**src/rtl/cr16_pkg.sv**
```systemverilog
// Shared CR16 control definitions: FSM states, instruction classes, opcode/extension codes,
// condition codes, flag bit positions and the PC/writeback mux encodings.
package cr16_pkg;

  typedef enum logic [3:0] {
    S_FETCH, S_DECODE, S_EXEC, S_LD_ADDR, S_LD_WB, S_STORE, S_BRANCH, S_JUMP, S_HALT
  } state_e;

  typedef enum logic [2:0] {
    CLASS_RR, CLASS_IMM, CLASS_LOAD, CLASS_STOR, CLASS_JAL, CLASS_JCOND, CLASS_BCOND
  } instr_class_e;

  localparam logic [3:0] CLS_RR    = 4'b0000;
  localparam logic [3:0] CLS_EXT   = 4'b0100;
  localparam logic [3:0] CLS_BCOND = 4'b1100;

  localparam logic [3:0] EXT_LOAD  = 4'b0000;
  localparam logic [3:0] EXT_STOR  = 4'b0100;
  localparam logic [3:0] EXT_JAL   = 4'b1000;
  localparam logic [3:0] EXT_JCOND = 4'b1100;

  localparam logic [3:0] OP_NOP = 4'b0000;
  localparam logic [3:0] OP_CMP = 4'b1011;

  localparam logic [3:0] COND_EQ = 4'd0;
  localparam logic [3:0] COND_NE = 4'd1;
  localparam logic [3:0] COND_CS = 4'd2;
  localparam logic [3:0] COND_CC = 4'd3;
  localparam logic [3:0] COND_HI = 4'd4;
  localparam logic [3:0] COND_LS = 4'd5;
  localparam logic [3:0] COND_GT = 4'd6;
  localparam logic [3:0] COND_LE = 4'd7;
  localparam logic [3:0] COND_FS = 4'd8;
  localparam logic [3:0] COND_FC = 4'd9;
  localparam logic [3:0] COND_LO = 4'd10;
  localparam logic [3:0] COND_HS = 4'd11;
  localparam logic [3:0] COND_LT = 4'd12;
  localparam logic [3:0] COND_GE = 4'd13;
  localparam logic [3:0] COND_UC = 4'd14;
  localparam logic [3:0] COND_NV = 4'd15;

  localparam int FLAG_N = 4;
  localparam int FLAG_Z = 3;
  localparam int FLAG_F = 2;
  localparam int FLAG_L = 1;
  localparam int FLAG_C = 0;

  localparam logic [1:0] PC_SEL_INC  = 2'b00;
  localparam logic [1:0] PC_SEL_DISP = 2'b01;
  localparam logic [1:0] PC_SEL_REG  = 2'b10;

  localparam logic [1:0] WB_SEL_ALU  = 2'b00;
  localparam logic [1:0] WB_SEL_MEM  = 2'b01;
  localparam logic [1:0] WB_SEL_LINK = 2'b10;

  // Unrecognised extension codes under 0100 fall back to the immediate ALU class.
  function automatic instr_class_e decodeClass(input logic [3:0] top, input logic [3:0] ext);
    case (top)
      CLS_RR:    return CLASS_RR;
      CLS_BCOND: return CLASS_BCOND;
      CLS_EXT: begin
        case (ext)
          EXT_LOAD:  return CLASS_LOAD;
          EXT_STOR:  return CLASS_STOR;
          EXT_JAL:   return CLASS_JAL;
          EXT_JCOND: return CLASS_JCOND;
          default:   return CLASS_IMM;
        endcase
      end
      default:   return CLASS_IMM;
    endcase
  endfunction

endpackage

```
**src/rtl/cr16_cond_eval.sv**
```systemverilog
// Evaluates a CR16 condition code against the {N,Z,F,L,C} flag vector.
module cr16_cond_eval
  import cr16_pkg::*;
(
  input  logic [3:0] cond_i,
  input  logic [4:0] flags_i,
  output logic       taken_o
);

  logic n, z, f, l, c;

  assign n = flags_i[FLAG_N];
  assign z = flags_i[FLAG_Z];
  assign f = flags_i[FLAG_F];
  assign l = flags_i[FLAG_L];
  assign c = flags_i[FLAG_C];

  always_comb begin
    taken_o = 1'b0;
    case (cond_i)
      COND_EQ: taken_o = z;
      COND_NE: taken_o = !z;
      COND_CS: taken_o = c;
      COND_CC: taken_o = !c;
      COND_HI: taken_o = l;
      COND_LS: taken_o = !l;
      COND_GT: taken_o = n;
      COND_LE: taken_o = !n;
      COND_FS: taken_o = f;
      COND_FC: taken_o = !f;
      COND_LO: taken_o = !l && !z;
      COND_HS: taken_o = l || z;
      COND_LT: taken_o = !n && !z;
      COND_GE: taken_o = n || z;
      COND_UC: taken_o = 1'b1;
      COND_NV: taken_o = 1'b0;
    endcase
  end

endmodule

```
**src/rtl/cr16_control_fsm.sv**
```systemverilog
// Multicycle CR16 control FSM: fetch/decode/execute sequencing with memory wait states,
// branch/jump resolution and an optional retired-instruction halt limit.
module cr16_control_fsm
  import cr16_pkg::*;
#(
  parameter int NREGS      = 16,
  parameter int DATA_W     = 16,
  parameter int HALT_AFTER = 0,
  parameter int CNT_W      = 16,
  localparam int RIDX_W    = $clog2(NREGS)
) (
  input  logic              clk_i,
  input  logic              rst_ni,
  input  logic [15:0]       instr_i,
  input  logic [4:0]        flags_i,
  input  logic              mem_ready_i,
  output logic              ir_en_o,
  output logic              pc_en_o,
  output logic [1:0]        pc_sel_o,
  output logic              addr_sel_o,
  output logic              mem_we_o,
  output logic              reg_we_o,
  output logic [NREGS-1:0]  reg_en_o,
  output logic [1:0]        wb_sel_o,
  output logic [RIDX_W-1:0] rsrc_o,
  output logic [RIDX_W-1:0] rdest_o,
  output logic [3:0]        op_o,
  output logic              imm_en_o,
  output logic [7:0]        imm8_o,
  output logic [DATA_W-1:0] disp_o,
  output logic              halted_o,
  output logic [CNT_W-1:0]  retired_o
);

  state_e            state_q, state_d;
  logic [15:0]       ir_q, ir_d;
  logic [CNT_W-1:0]  retired_q, retired_d;

  instr_class_e      irClass, newClass;
  logic [3:0]        aluOp;
  logic              condTaken;
  logic              inExecute;
  logic [CNT_W-1:0]  retiredInc;
  logic              haltHit;

  cr16_cond_eval u_cond_eval (
    .cond_i  (ir_q[11:8]),
    .flags_i (flags_i),
    .taken_o (condTaken)
  );

  assign irClass    = decodeClass(ir_q[15:12], ir_q[7:4]);
  assign newClass   = decodeClass(instr_i[15:12], instr_i[7:4]);
  assign retiredInc = retired_q + CNT_W'(1);
  assign haltHit    = (HALT_AFTER != 0) && (retiredInc == CNT_W'(HALT_AFTER));
  assign inExecute  = state_q inside {S_EXEC, S_LD_ADDR, S_LD_WB, S_STORE, S_BRANCH, S_JUMP};
  assign retired_o  = retired_q;

  always_comb begin
    aluOp = OP_NOP;
    if (irClass == CLASS_RR)       aluOp = ir_q[7:4];
    else if (irClass == CLASS_IMM) aluOp = ir_q[15:12];
  end

  always_ff @(posedge clk_i or negedge rst_ni) begin
    if (!rst_ni) begin
      state_q   <= S_FETCH;
      ir_q      <= '0;
      retired_q <= '0;
    end else begin
      state_q   <= state_d;
      ir_q      <= ir_d;
      retired_q <= retired_d;
    end
  end

  always_comb begin
    state_d    = state_q;
    ir_d       = ir_q;
    retired_d  = retired_q;
    ir_en_o    = 1'b0;
    pc_en_o    = 1'b0;
    pc_sel_o   = PC_SEL_INC;
    addr_sel_o = 1'b0;
    mem_we_o   = 1'b0;
    reg_we_o   = 1'b0;
    reg_en_o   = '0;
    wb_sel_o   = WB_SEL_ALU;
    rsrc_o     = '0;
    rdest_o    = '0;
    op_o       = '0;
    imm_en_o   = 1'b0;
    imm8_o     = '0;
    disp_o     = '0;
    halted_o   = 1'b0;

    // Instruction fields only appear while an instruction is executing, so idle states stay quiet.
    if (inExecute) begin
      rsrc_o   = ir_q[RIDX_W-1:0];
      rdest_o  = ir_q[8 +: RIDX_W];
      op_o     = aluOp;
      imm_en_o = (irClass == CLASS_IMM);
      imm8_o   = ir_q[7:0];
      disp_o   = DATA_W'($signed(ir_q[7:0]));
    end

    case (state_q)
      S_FETCH: begin
        if (mem_ready_i) state_d = S_DECODE;
      end
      S_DECODE: begin
        ir_en_o = 1'b1;
        ir_d    = instr_i;
        case (newClass)
          CLASS_LOAD:              state_d = S_LD_ADDR;
          CLASS_STOR:              state_d = S_STORE;
          CLASS_BCOND:             state_d = S_BRANCH;
          CLASS_JAL, CLASS_JCOND:  state_d = S_JUMP;
          default:                 state_d = S_EXEC;
        endcase
      end
      S_EXEC: begin
        pc_en_o  = 1'b1;
        reg_we_o = (aluOp != OP_CMP) && (aluOp != OP_NOP);
      end
      S_LD_ADDR: begin
        addr_sel_o = 1'b1;
        if (mem_ready_i) state_d = S_LD_WB;
      end
      S_LD_WB: begin
        wb_sel_o = WB_SEL_MEM;
        reg_we_o = 1'b1;
        pc_en_o  = 1'b1;
      end
      S_STORE: begin
        addr_sel_o = 1'b1;
        mem_we_o   = 1'b1;
        pc_en_o    = mem_ready_i;
      end
      S_BRANCH: begin
        pc_en_o  = 1'b1;
        pc_sel_o = condTaken ? PC_SEL_DISP : PC_SEL_INC;
      end
      S_JUMP: begin
        pc_en_o = 1'b1;
        if (irClass == CLASS_JAL) begin
          pc_sel_o = PC_SEL_REG;
          reg_we_o = 1'b1;
          wb_sel_o = WB_SEL_LINK;
        end else begin
          pc_sel_o = condTaken ? PC_SEL_REG : PC_SEL_INC;
        end
      end
      S_HALT: begin
        halted_o = 1'b1;
      end
      default: begin
        state_d = S_FETCH;
      end
    endcase

    // Every PC update retires one instruction and decides between the next fetch and halting.
    if (pc_en_o) begin
      retired_d = retiredInc;
      state_d   = haltHit ? S_HALT : S_FETCH;
    end

    if (reg_we_o) reg_en_o = NREGS'(1) << rdest_o;
  end

endmodule
```
**config.mk**
```make
export PLATFORM = sky130hd
export DESIGN_NAME = cr16_control_fsm
export DESIGN_NICKNAME = d
export VERILOG_FILES = /design/src/rtl/cr16_pkg.sv /design/src/rtl/cr16_cond_eval.sv /design/src/rtl/cr16_control_fsm.sv
export SDC_FILE = /design/constraint.sdc
export NUM_CORES = 1
export LEC_CHECK = 0
export CAP_MARGIN = 20
export CORE_UTILIZATION = 30
export CTS_CLUSTER_DIAMETER = 120
export DETAILED_ROUTE_END_ITERATION = 12
export SLEW_MARGIN = 20
export SYNTH_ARGS = -nofsm -noshare
export SYNTH_HDL_FRONTEND = slang
export SYNTH_SLANG_ARGS = --single-unit
```
**constraint.sdc**
```tcl
create_clock -name clk_i -period 2.4 [get_ports clk_i]
set_clock_uncertainty 0.05 [all_clocks]
set_input_delay 0.48 -clock clk_i [delete_from_list [all_inputs] [get_ports clk_i]]
set_output_delay 0.48 -clock clk_i [all_outputs]
set_load 0.02 [all_outputs]
```
==> impl_metrics.ini, run 1 <==
[grt]
grt_max_degree = 36
number_of_global_route_vias_before_repair = 2180
grt.met1_usage_pct = 20.82
globalRouteMet2Util_pct = 28.03
grt_antenna_before_repair = 0
total_congestion_overflow = 0
grt_first_pass_wirelength_mm = 10.87
gr-usage-met3_pct = 4.020
global_route.peak_usage_layer = met2
tot_gr_track_use_pct = 16.29

[setup_path]
critical_path.max_fanout = 8
crit-reg2reg-launch = state_q[2]
critical_path.startpoint_type = flop
endpoint_class_of_the_critical_path = primary output
cp.arrival_ns = 2.24
worst-setup-path-type = reg -> out
cp-startpoint = ir_q[13]
crit_required_ns = 1.87

[place]
dpl-instance-area_mm2 = 0.003587
gp_congestion = 0.8222
place_hpwl_mm = 4.918
io_buffer_count = 101

[drt]
total_number_of_vias = 2203
route.detailed.vias_per_inst = 4.648
finalWirelength_mm = 6.703
detailedRoute.firstPassIterationCount = 4
drt.antenna.violating_nets = 0
wire_per_inst_um = 14.14
dr.first_iter.drc_count = 106
drcViolationCount = 0

[cells_and_area]
stdcell_area_mm2 = 0.003772
multiInputGateArea_mm2 = 0.001305
layout_filler_cell_count = 735
layout.area.seq_um2 = 879.6
fin_util_pct = 49.07
layout_net_count = 396
antenna_cells_inserted = 0
layout-drive-gt1-share_pct = 37.63
area.growth.synth_to_final_pct = 58.85

[sta]
timing.final.crit_period_ns = 2.765
final_period_util_pct = 115.2
maxSlewViolCount = 0
timing.fmax_mhz = 361.6
timing.hold.ws_ns = 0.2248
finalSetupViolCount = 18
tightest_slew_ns = 0.8007
setup_total_negative_slack_ns = -5.970
worst_slew_margin_rel_pct = 46.62
grt_setup_unrepaired = yes
finalWorstSetupSlack_ns = -0.3653
hold_viol_final = 0

[clock_network]
cts_max_level = 2
tritoncts_clock_tree = done
worst_skew_pair.late_latency_ns = 0.29
holdBufCountCts = 0
cts.root.buffer_cell = sky130_fd_sc_hd__clkbuf_8
tritoncts.num_buffers = 5
worst_setup_hold_path_clk_slew_ns = 0.07
cts_max_path_bufs = 2
tritoncts_num_sinks = 35

[power_and_ir_drop]
clock_power_share_pct = 9.7
power_switching_w = 0.002215
pwr-share-seq_pct = 21.1
int_pwr_w = 0.002691
p_leak_nw = 1.799
cellPowerDensity_mw_per_mm2 = 1301
combPwrFrac_pct = 69.2
power.switching_fraction_pct = 45.14
irDropWorstVdd_uv = 635.3

[die]
row_count = 32
die_width_um = 90.97
die-height_um = 90.97
pin_count = 103
core_mm2 = 0.007687
die_area_mm2 = 0.008276
floorplan.initialDensity_pct = 30.89

[yosys]
synth_top_cells_by_count = sky130_fd_sc_hd__dfrtp_1 (35), sky130_fd_sc_hd__buf_4 (22), sky130_fd_sc_hd__nand2_1 (17)
synthesis.area_mm2 = 0.002375
synth-seq-area-share_pct = 36.88
postSynth.asyncResetShare_pct = 100.0
post-synth-top-count-cell = sky130_fd_sc_hd__dfrtp_1
synthFlopType = sky130_fd_sc_hd__dfrtp_1
ys_seq_elements = 35
yosys.area.top_type = sky130_fd_sc_hd__dfrtp_1
synth_enable_flop_cells = 0
ys_types = 54
synth.net_count = 272
post-synth-top-area-fraction_pct = 36.88
post_synth.cell_area_avg_um2 = 9.614
yosys-top-cells-area = sky130_fd_sc_hd__dfrtp_1 (37%), sky130_fd_sc_hd__buf_4 (7.0%), sky130_fd_sc_hd__mux2_2 (6.6%), sky130_fd_sc_hd__xnor2_1 (5.9%), sky130_fd_sc_hd__clkbuf_8 (3.5%)
syn-instance-count = 247
number_of_warnings_reported_in_the_yosys_synthesis_log = 0

[min_path]
min-delay-path-class = in -> async

[run_status]
run_status = finished, violations left
failed_checks = negative setup slack

[run]
count_of_max_cap_constraint_violations = 0
-- power groups by stage --
| stage | Combinational [W] | Clock, W | Sequential [W] |
|---|---|---|---|
| after global routing | 0.00364 | 0.000521 | 0.00107 |
| after global placement | 0.00324 | 0 | 0.00101 |
| after detailed placement | 0.00328 | 0 | 0.00102 |
| final | 0.00340 | 0.000477 | 0.00103 |
| after floorplan | 0.00203 | 0 | 0.00101 |
| after CTS | 0.00336 | 0.000500 | 0.00103 |
-- stage by stage --
stage               std cells  power (W)  setup slack (ns)
global placement          458   0.004253           -0.7795
CTS                       471   0.004887           -0.3816
floorplan                 247   0.003039           -0.1288
detailed placement        458   0.004293           -0.8125
finish                    474   0.004906           -0.3653
global route              474   0.005233           -0.4876
-- flip-flops by register name, indices dropped and copies added, names as in the netlist --
| register | count |
|---|---|
| retired_o | 16 |
| state_q | 3 |
| ir_q | 16 |
-- metal layers --
| metal | share of wire, % | vias to the layer above |
|---|---|---|
| met5 | 0 | - |
| li1 | - | 1088 |
| met3 | 5.9 | 6 |
| met2 | 48 | 76 |
| met1 | 45 | 1033 |
| met4 | 0.79 | 0 |
-- path summary, 6_finish.rpt --
check | endpoint | slack [ns] | cells after the start
min | retired_o[10] | 0.22 | 1
max in group asynchronous | ir_q[12] | 1.52 | 1
min reg2reg | retired_o[15] | 0.43 | 1
max reg2reg | retired_o[7] | 0.43 | 9
max | reg_en_o[5] | -0.37 | 8
min in group clk_i | retired_o[15] | 0.43 | 1
-- area by class of cell --
class                           count  share of cell area [%]
Inverter                           12                   1.194
Sequential cell                    35                   23.32
Clock buffer                        8                   2.653
Tap cell                          102                   3.383
Multi-Input combinational cell    164                   34.59
Timing Repair Buffer              153                   34.86
-- layout by cell type (no fill, tap or decap), drive strengths merged, types with 2 or more instances in the layout --
| master | count |
|---|---|
| buf | 71 |
| dlygate4sd2 | 43 |
| clkdlybuf4s50 | 35 |
| dfrtp | 35 |
| nand2 | 17 |
| nor2 | 17 |
| xnor2 | 16 |
| mux2 | 15 |
| nor4 | 15 |
| inv | 12 |
| o21ai | 10 |
| clkbuf | 10 |
| nor2b | 8 |
| nand3 | 6 |
| and3 | 5 |
| nand4 | 5 |
| and2 | 5 |
| a21oi | 5 |
| nor3 | 5 |
| a31oi | 3 |
| xor2 | 3 |
| and4 | 3 |
| nor3b | 2 |
| or2 | 2 |
| or3 | 2 |
| dlymetal6s2s | 2 |
-- what timing repair did --
action / 4_1_cts / 5_1_grt
gates resized for setup: 170 / 15
endpoints found under the setup margin: 60 / 23
cloned: 1 / 0
endpoints found under the hold margin: 0 / 0
pin swaps: 8 / 2
buffers inserted: 4 / 3
-- kinds of logic (layout without fill, tap and decap cells) --
kind of cell	count (synthesis)	after routing	share of synthesized area (%)
and+or+nand+nor	96	96	23.45
buffers and inverters	48	173	14.33
DFF	35	35	36.88
AOI/OAI and AO/OA	31	31	9.959
xor gates and xnor gates	19	19	7.007
muxes	16	16	7.692
adders and majority gates	1	1	0.5268
other	1	1	0.1579
-- critical path: stages, from the launching register on --
cell and delay, ns:
sky130_fd_sc_hd__dfrtp_1 0.44, sky130_fd_sc_hd__nor2_4 0.19, sky130_fd_sc_hd__o2bb2ai_2 0.14, sky130_fd_sc_hd__mux2_4 0.33
sky130_fd_sc_hd__a2111oi_4 0.30, sky130_fd_sc_hd__buf_4 0.18, sky130_fd_sc_hd__clkbuf_16 0.15, sky130_fd_sc_hd__nor4_2 0.04
sky130_fd_sc_hd__buf_4 0.17
(Power assumes the default switching activity.)
==> inputs of run 2 (changes only) <==
--- a/config.mk
+++ b/config.mk
@@ -9,7 +9,10 @@
 export CORE_UTILIZATION = 30
 export CTS_CLUSTER_DIAMETER = 120
 export DETAILED_ROUTE_END_ITERATION = 12
+export HOLD_SLACK_MARGIN = 0.06
+export SKIP_LAST_GASP = 1
 export SLEW_MARGIN = 20
 export SYNTH_ARGS = -nofsm -noshare
 export SYNTH_HDL_FRONTEND = slang
 export SYNTH_SLANG_ARGS = --single-unit
+export TNS_END_PERCENT = 100
==> impl_metrics.ini, run 2 (synthesized netlist as in run 1, its figures left out) <==
[setup_path]
crit-reg2reg-launch = state_q[2]
crit_family = buffers and inverters
critical_path.n_buffers_inverters = 3
endpoint_class_of_the_critical_path = primary output
path_cells = nor2_4 -> o2bb2ai_2 -> mux2_4 -> a2111oi_4 -> buf_4 -> clkbuf_16 -> nor4_1 -> buf_2
critical_path.slowest_cell = sky130_fd_sc_hd__dfrtp_1
setup.reg_to_reg.worst_slack_ns = 0.43
ff2ff_path_depth = 9
worst-setup-path-type = reg -> out
cp.arrival_ns = 2.24
cp-startpoint = ir_q[13]
cp_slowest_stage_delay_ns = 0.44
critical_path.max_fanout = 8
critical_path.startpoint_type = flop
crit_required_ns = 1.87
critical_path.reg2reg.endpoint = retired_o[7]

[place]
gp_congestion = 0.8222
place_hpwl_mm = 4.918
post_place_worst_slack_ns = -0.8125
dpl-instance-area_mm2 = 0.003587
io_buffer_count = 101

[power_and_ir_drop]
cellPowerDensity_mw_per_mm2 = 1300
p_leak_nw = 1.806
irDropWorstVdd_uv = 635.0

[sta]
finalSetupViolCount = 18
worst_slew_margin_rel_pct = 46.67
tightest_slew_ns = 0.7999
final_period_util_pct = 115.3
finalWorstSetupSlack_ns = -0.3661
hold_viol_final = 0
timing.fmax_mhz = 361.5
setup_total_negative_slack_ns = -6.010
timing.hold.ws_ns = 0.2245
timing.final.crit_period_ns = 2.766
grt_setup_unrepaired = yes
maxSlewViolCount = 0

[run_status]
run_status = finished, violations left
failed_checks = negative setup slack

[drt]
finalWirelength_mm = 6.740
wire_per_inst_um = 14.22
met2_length_mm = 3.280
met3_length_um = 402
drcViolationCount = 0
total_number_of_vias = 2211
dr.first_iter.drc_count = 97
drt.antenna.violating_nets = 0
wl_met1_mm = 3.026
detailedRoute.firstPassIterationCount = 4
route.detailed.vias_per_inst = 4.665
maxUsedRoutingLayer = met4

[clock_network]
cts_max_path_bufs = 2
tritoncts.num_buffers = 5
cts_max_level = 2
cts.root.buffer_cell = sky130_fd_sc_hd__clkbuf_8
worst_skew_pair.late_latency_ns = 0.29
worst_setup_hold_path_clk_slew_ns = 0.07
tritoncts_num_sinks = 35
tritoncts_clock_tree = done
holdBufCountCts = 0

[cells_and_area]
final_common_cell = sky130_fd_sc_hd__buf_4
area.growth.synth_to_final_pct = 59.59
most_frequent_cells_in_the_layout = sky130_fd_sc_hd__buf_4 (60), sky130_fd_sc_hd__dlygate4sd2_1 (43), sky130_fd_sc_hd__clkdlybuf4s50_1 (35)
stdcell_area_mm2 = 0.003790
layout-drive-gt1-share_pct = 37.63
layout_net_count = 396
antenna_cells_inserted = 0
fin_util_pct = 49.30

[die]
floorplan.initialDensity_pct = 30.89
die_width_um = 90.97
row_count = 32
pin_count = 103
die-height_um = 90.97
core_mm2 = 0.007687
die_area_mm2 = 0.008276

[grt]
total_congestion_overflow = 0
grt_max_degree = 36
tot_gr_track_use_pct = 16.27
grt_antenna_before_repair = 0
number_of_global_route_vias_before_repair = 2172
grt_first_pass_wirelength_mm = 10.87

[min_path]
min-delay-path-class = in -> async

[run]
count_of_max_cap_constraint_violations = 0
## run 2: worst max path at each step
stage	cells after the start	slack, ns	end
3_3_place_gp	7	-0.78	pc_sel_o[1]
6_report	8	-0.37	reg_en_o[10]
3_5_place_dp	7	-0.81	pc_sel_o[1]
5_1_grt	9	-0.47	reg_en_o[6]
2_1_floorplan	5	-0.13	reg_en_o[10]
4_1_cts	7	-0.38	reg_en_o[5]
## run 2: layout make-up
class / instances / area [µm²]
well taps: 102 / 127.6
inverters: 12 / 45.04
flip-flops and latches: 35 / 879.6
repair buffers: 153 / 1315
multi-input cells: 164 / 1323
fillers: 733 / 3897
clock buffers: 8 / 100.1
## run 2: where the power goes
part,leakage (nW),internal [W],switching (W)
Sequential,0.440,0.000801,0.000234
Combinational,1.31,0.00164,0.00178
Clock,0.0515,0.000262,0.000215
Total,1.81,0.00270,0.00223
## run 2: per-layer routing
layer / up-vias / global-route usage, %
met2: 76 / 28.09
li1: 1088 / -
met1: 1043 / 20.98
met3: 4 / 3.936
met5: - / 0
met4: 0 / 2.381
## run 2: per-stage QoR
step,cells,power [W]
3_3_place_gp,458,0.004253
3_5_place_dp,458,0.004293
6_report,474,0.004927
5_1_grt,474,0.005256
2_1_floorplan,247,0.003039
4_1_cts,471,0.004880
## run 2: what timing repair did
item / 4_1_cts / 5_1_grt
pin swaps: 8 / 5
cloned: 1 / 0
setup buffers: 4 / 3
gates resized for setup: 168 / 18
setup endpoints to repair: 60 / 23
==> inputs of run 3 (changes only) <==
--- a/config.mk
+++ b/config.mk
@@ -10,7 +10,6 @@
 export CTS_CLUSTER_DIAMETER = 120
 export DETAILED_ROUTE_END_ITERATION = 12
 export HOLD_SLACK_MARGIN = 0.06
-export SKIP_LAST_GASP = 1
 export SLEW_MARGIN = 20
 export SYNTH_ARGS = -nofsm -noshare
 export SYNTH_HDL_FRONTEND = slang
==> constraint.sdc (replaced) <==
create_clock -name clk_i -period 3.25 [get_ports clk_i]
set_clock_uncertainty 0.05 [all_clocks]
set_input_delay 0.65 -clock clk_i [delete_from_list [all_inputs] [get_ports clk_i]]
set_output_delay 0.65 -clock clk_i [all_outputs]
set_load 0.02 [all_outputs]
==> impl_metrics.ini, run 3 (synthesized netlist as in run 1, its figures left out) <==
[die]
core_mm2 = 0.007687
floorplan.initialDensity_pct = 30.89
die_width_um = 90.97
pin_count = 103
die-height_um = 90.97
die_area_mm2 = 0.008276
row_count = 32

[sta]
finalSetupViolCount = 0
maxSlewViolCount = 0
hold_viol_final = 0
timing.fmax_mhz = 318.8
tightest_slew_ns = 0.8126
finalWorstSetupSlack_ns = 0.1132
setup_total_negative_slack_ns = 0
timing.final.crit_period_ns = 3.137
timing.hold.ws_ns = 0.4070
worst_slew_margin_rel_pct = 45.83
final_period_util_pct = 96.52

[setup_path]
worst-setup-path-type = in -> out
cp_slowest_stage_delay_ns = 0.50
cp.arrival_ns = 2.44
path_cells = clkdlybuf4s50_1 -> o21bai_1 -> a221oi_2 -> xnor2_1 -> o21ai_0 -> o41ai_1 -> buf_2
critical_path.slowest_cell = sky130_fd_sc_hd__clkdlybuf4s50_1
crit_required_ns = 2.55
critical_path.max_fanout = 3
endpoint_class_of_the_critical_path = primary output
critical_path.startpoint_type = input pin

[grt]
grt_first_pass_wirelength_mm = 9.742
total_congestion_overflow = 0
grt_antenna_before_repair = 0
grt_max_degree = 36
tot_gr_track_use_pct = 14.66
number_of_global_route_vias_before_repair = 1936

[clock_network]
worst_skew_pair.late_latency_ns = 0.28
tritoncts_num_sinks = 35
worst_setup_hold_path_clk_slew_ns = 0.07
cts_max_path_bufs = 2
post_cts_buffers = 0
cts.root.buffer_cell = sky130_fd_sc_hd__clkbuf_8
tritoncts_clock_tree = done
cts_max_level = 2
tritoncts.num_buffers = 5

[drt]
total_number_of_vias = 2057
finalWirelength_mm = 6.043
detailedRoute.firstPassIterationCount = 6
drt.antenna.violating_nets = 0
route.detailed.vias_per_inst = 4.751
wire_per_inst_um = 13.96
dr.first_iter.drc_count = 64
drcViolationCount = 0

[cells_and_area]
layout_filler_cell_count = 771
layout_net_count = 355
final_common_cell = sky130_fd_sc_hd__clkdlybuf4s50_1
layout-drive-gt1-share_pct = 16.62
most_frequent_cells_in_the_layout = sky130_fd_sc_hd__clkdlybuf4s50_1 (81), sky130_fd_sc_hd__dfrtp_1 (34), sky130_fd_sc_hd__dlygate4sd2_1 (18)
area.growth.synth_to_final_pct = 42.20
fin_util_pct = 43.93
antenna_cells_inserted = 0

[place]
post_place_worst_slack_ns = -0.3370
io_buffer_count = 101
place_hpwl_mm = 4.437
gp_congestion = 0.7863

[run_status]
run_status = completed

[power_and_ir_drop]
irDropWorstVdd_uv = 436.2
combPwrFrac_pct = 64.9
p_leak_nw = 1.417
cellPowerDensity_mw_per_mm2 = 935.0
power_switching_w = 0.001445
int_pwr_w = 0.001713
power.switching_fraction_pct = 45.76
report.power.total_w = 0.003158
clock_power_share_pct = 9.7
pwr-share-seq_pct = 25.5

[min_path]
min-delay-path-class = in -> async

[run]
count_of_max_cap_constraint_violations = 0
run 3: power groups by stage:
| stage | Sequential (W) | Clock (W) | Combinational, W |
|---|---|---|---|
| global placement | 0.000802 | 0 | 0.00206 |
| CTS | 0.000800 | 0.000322 | 0.00207 |
| global route | 0.000837 | 0.000342 | 0.00220 |
| detailed placement | 0.000801 | 0 | 0.00207 |
| finish | 0.000804 | 0.000305 | 0.00205 |
| floorplan | 0.000746 | 0 | 0.00148 |
run 3: critical path: cells and delay by family:
kind                   cells  cell delay [ns]
AO/OA/AOI/OAI              4             0.91
XOR/XNOR                   1             0.14
buffers and inverters      2             0.72
run 3: what timing repair did:
item | CTS | global route
gates resized for setup | 25 | 2
hold buffers | 0 | 0
endpoints found under the setup margin | 19 | 9
pin swaps | 0 | 1
run 3: worst paths after layout:
kind | startpoint | end | slack [ns] | cells past startpoint
max reg2reg | state_q[2] | retired_o[15] | 1.32 | 7
max | flags_i[3] | pc_sel_o[1] | 0.11 | 7
min | rst_ni | retired_o[10] | 0.41 | 1
min in group clk_i | retired_o[15] | retired_o[15] | 0.43 | 1
max in group asynchronous | rst_ni | ir_q[13] | 2.18 | 1
min reg2reg | retired_o[15] | retired_o[15] | 0.43 | 1
run 3: routing by layer:
layer	vias to the layer above	routed length, µm	track usage [%]
met4	0	89	4.497
met1	964	2802	20.08
met5	-	0	0
met2	78	2759	22.98
met3	8	390	3.266
li1	1007	-	-
run 3: area by class of cell:
type | instances | area, µm² | area share (%)
multi-input combinational | 164 | 1170 | 34.64
timing repair buffer | 112 | 1074 | 31.79
sequential | 35 | 877.1 | 25.97
tap | 102 | 127.6 | 3.779
clock buffer | 5 | 68.82 | 2.038
inverter | 12 | 45.04 | 1.334
clock inverter | 3 | 15.01 | 0.4446
run 3: stage by stage:
stage,instances,area (µm²)
finish,433,3377
global route,433,3377
CTS,433,3369
detailed placement,425,3308
global placement,425,3308
floorplan,247,2375
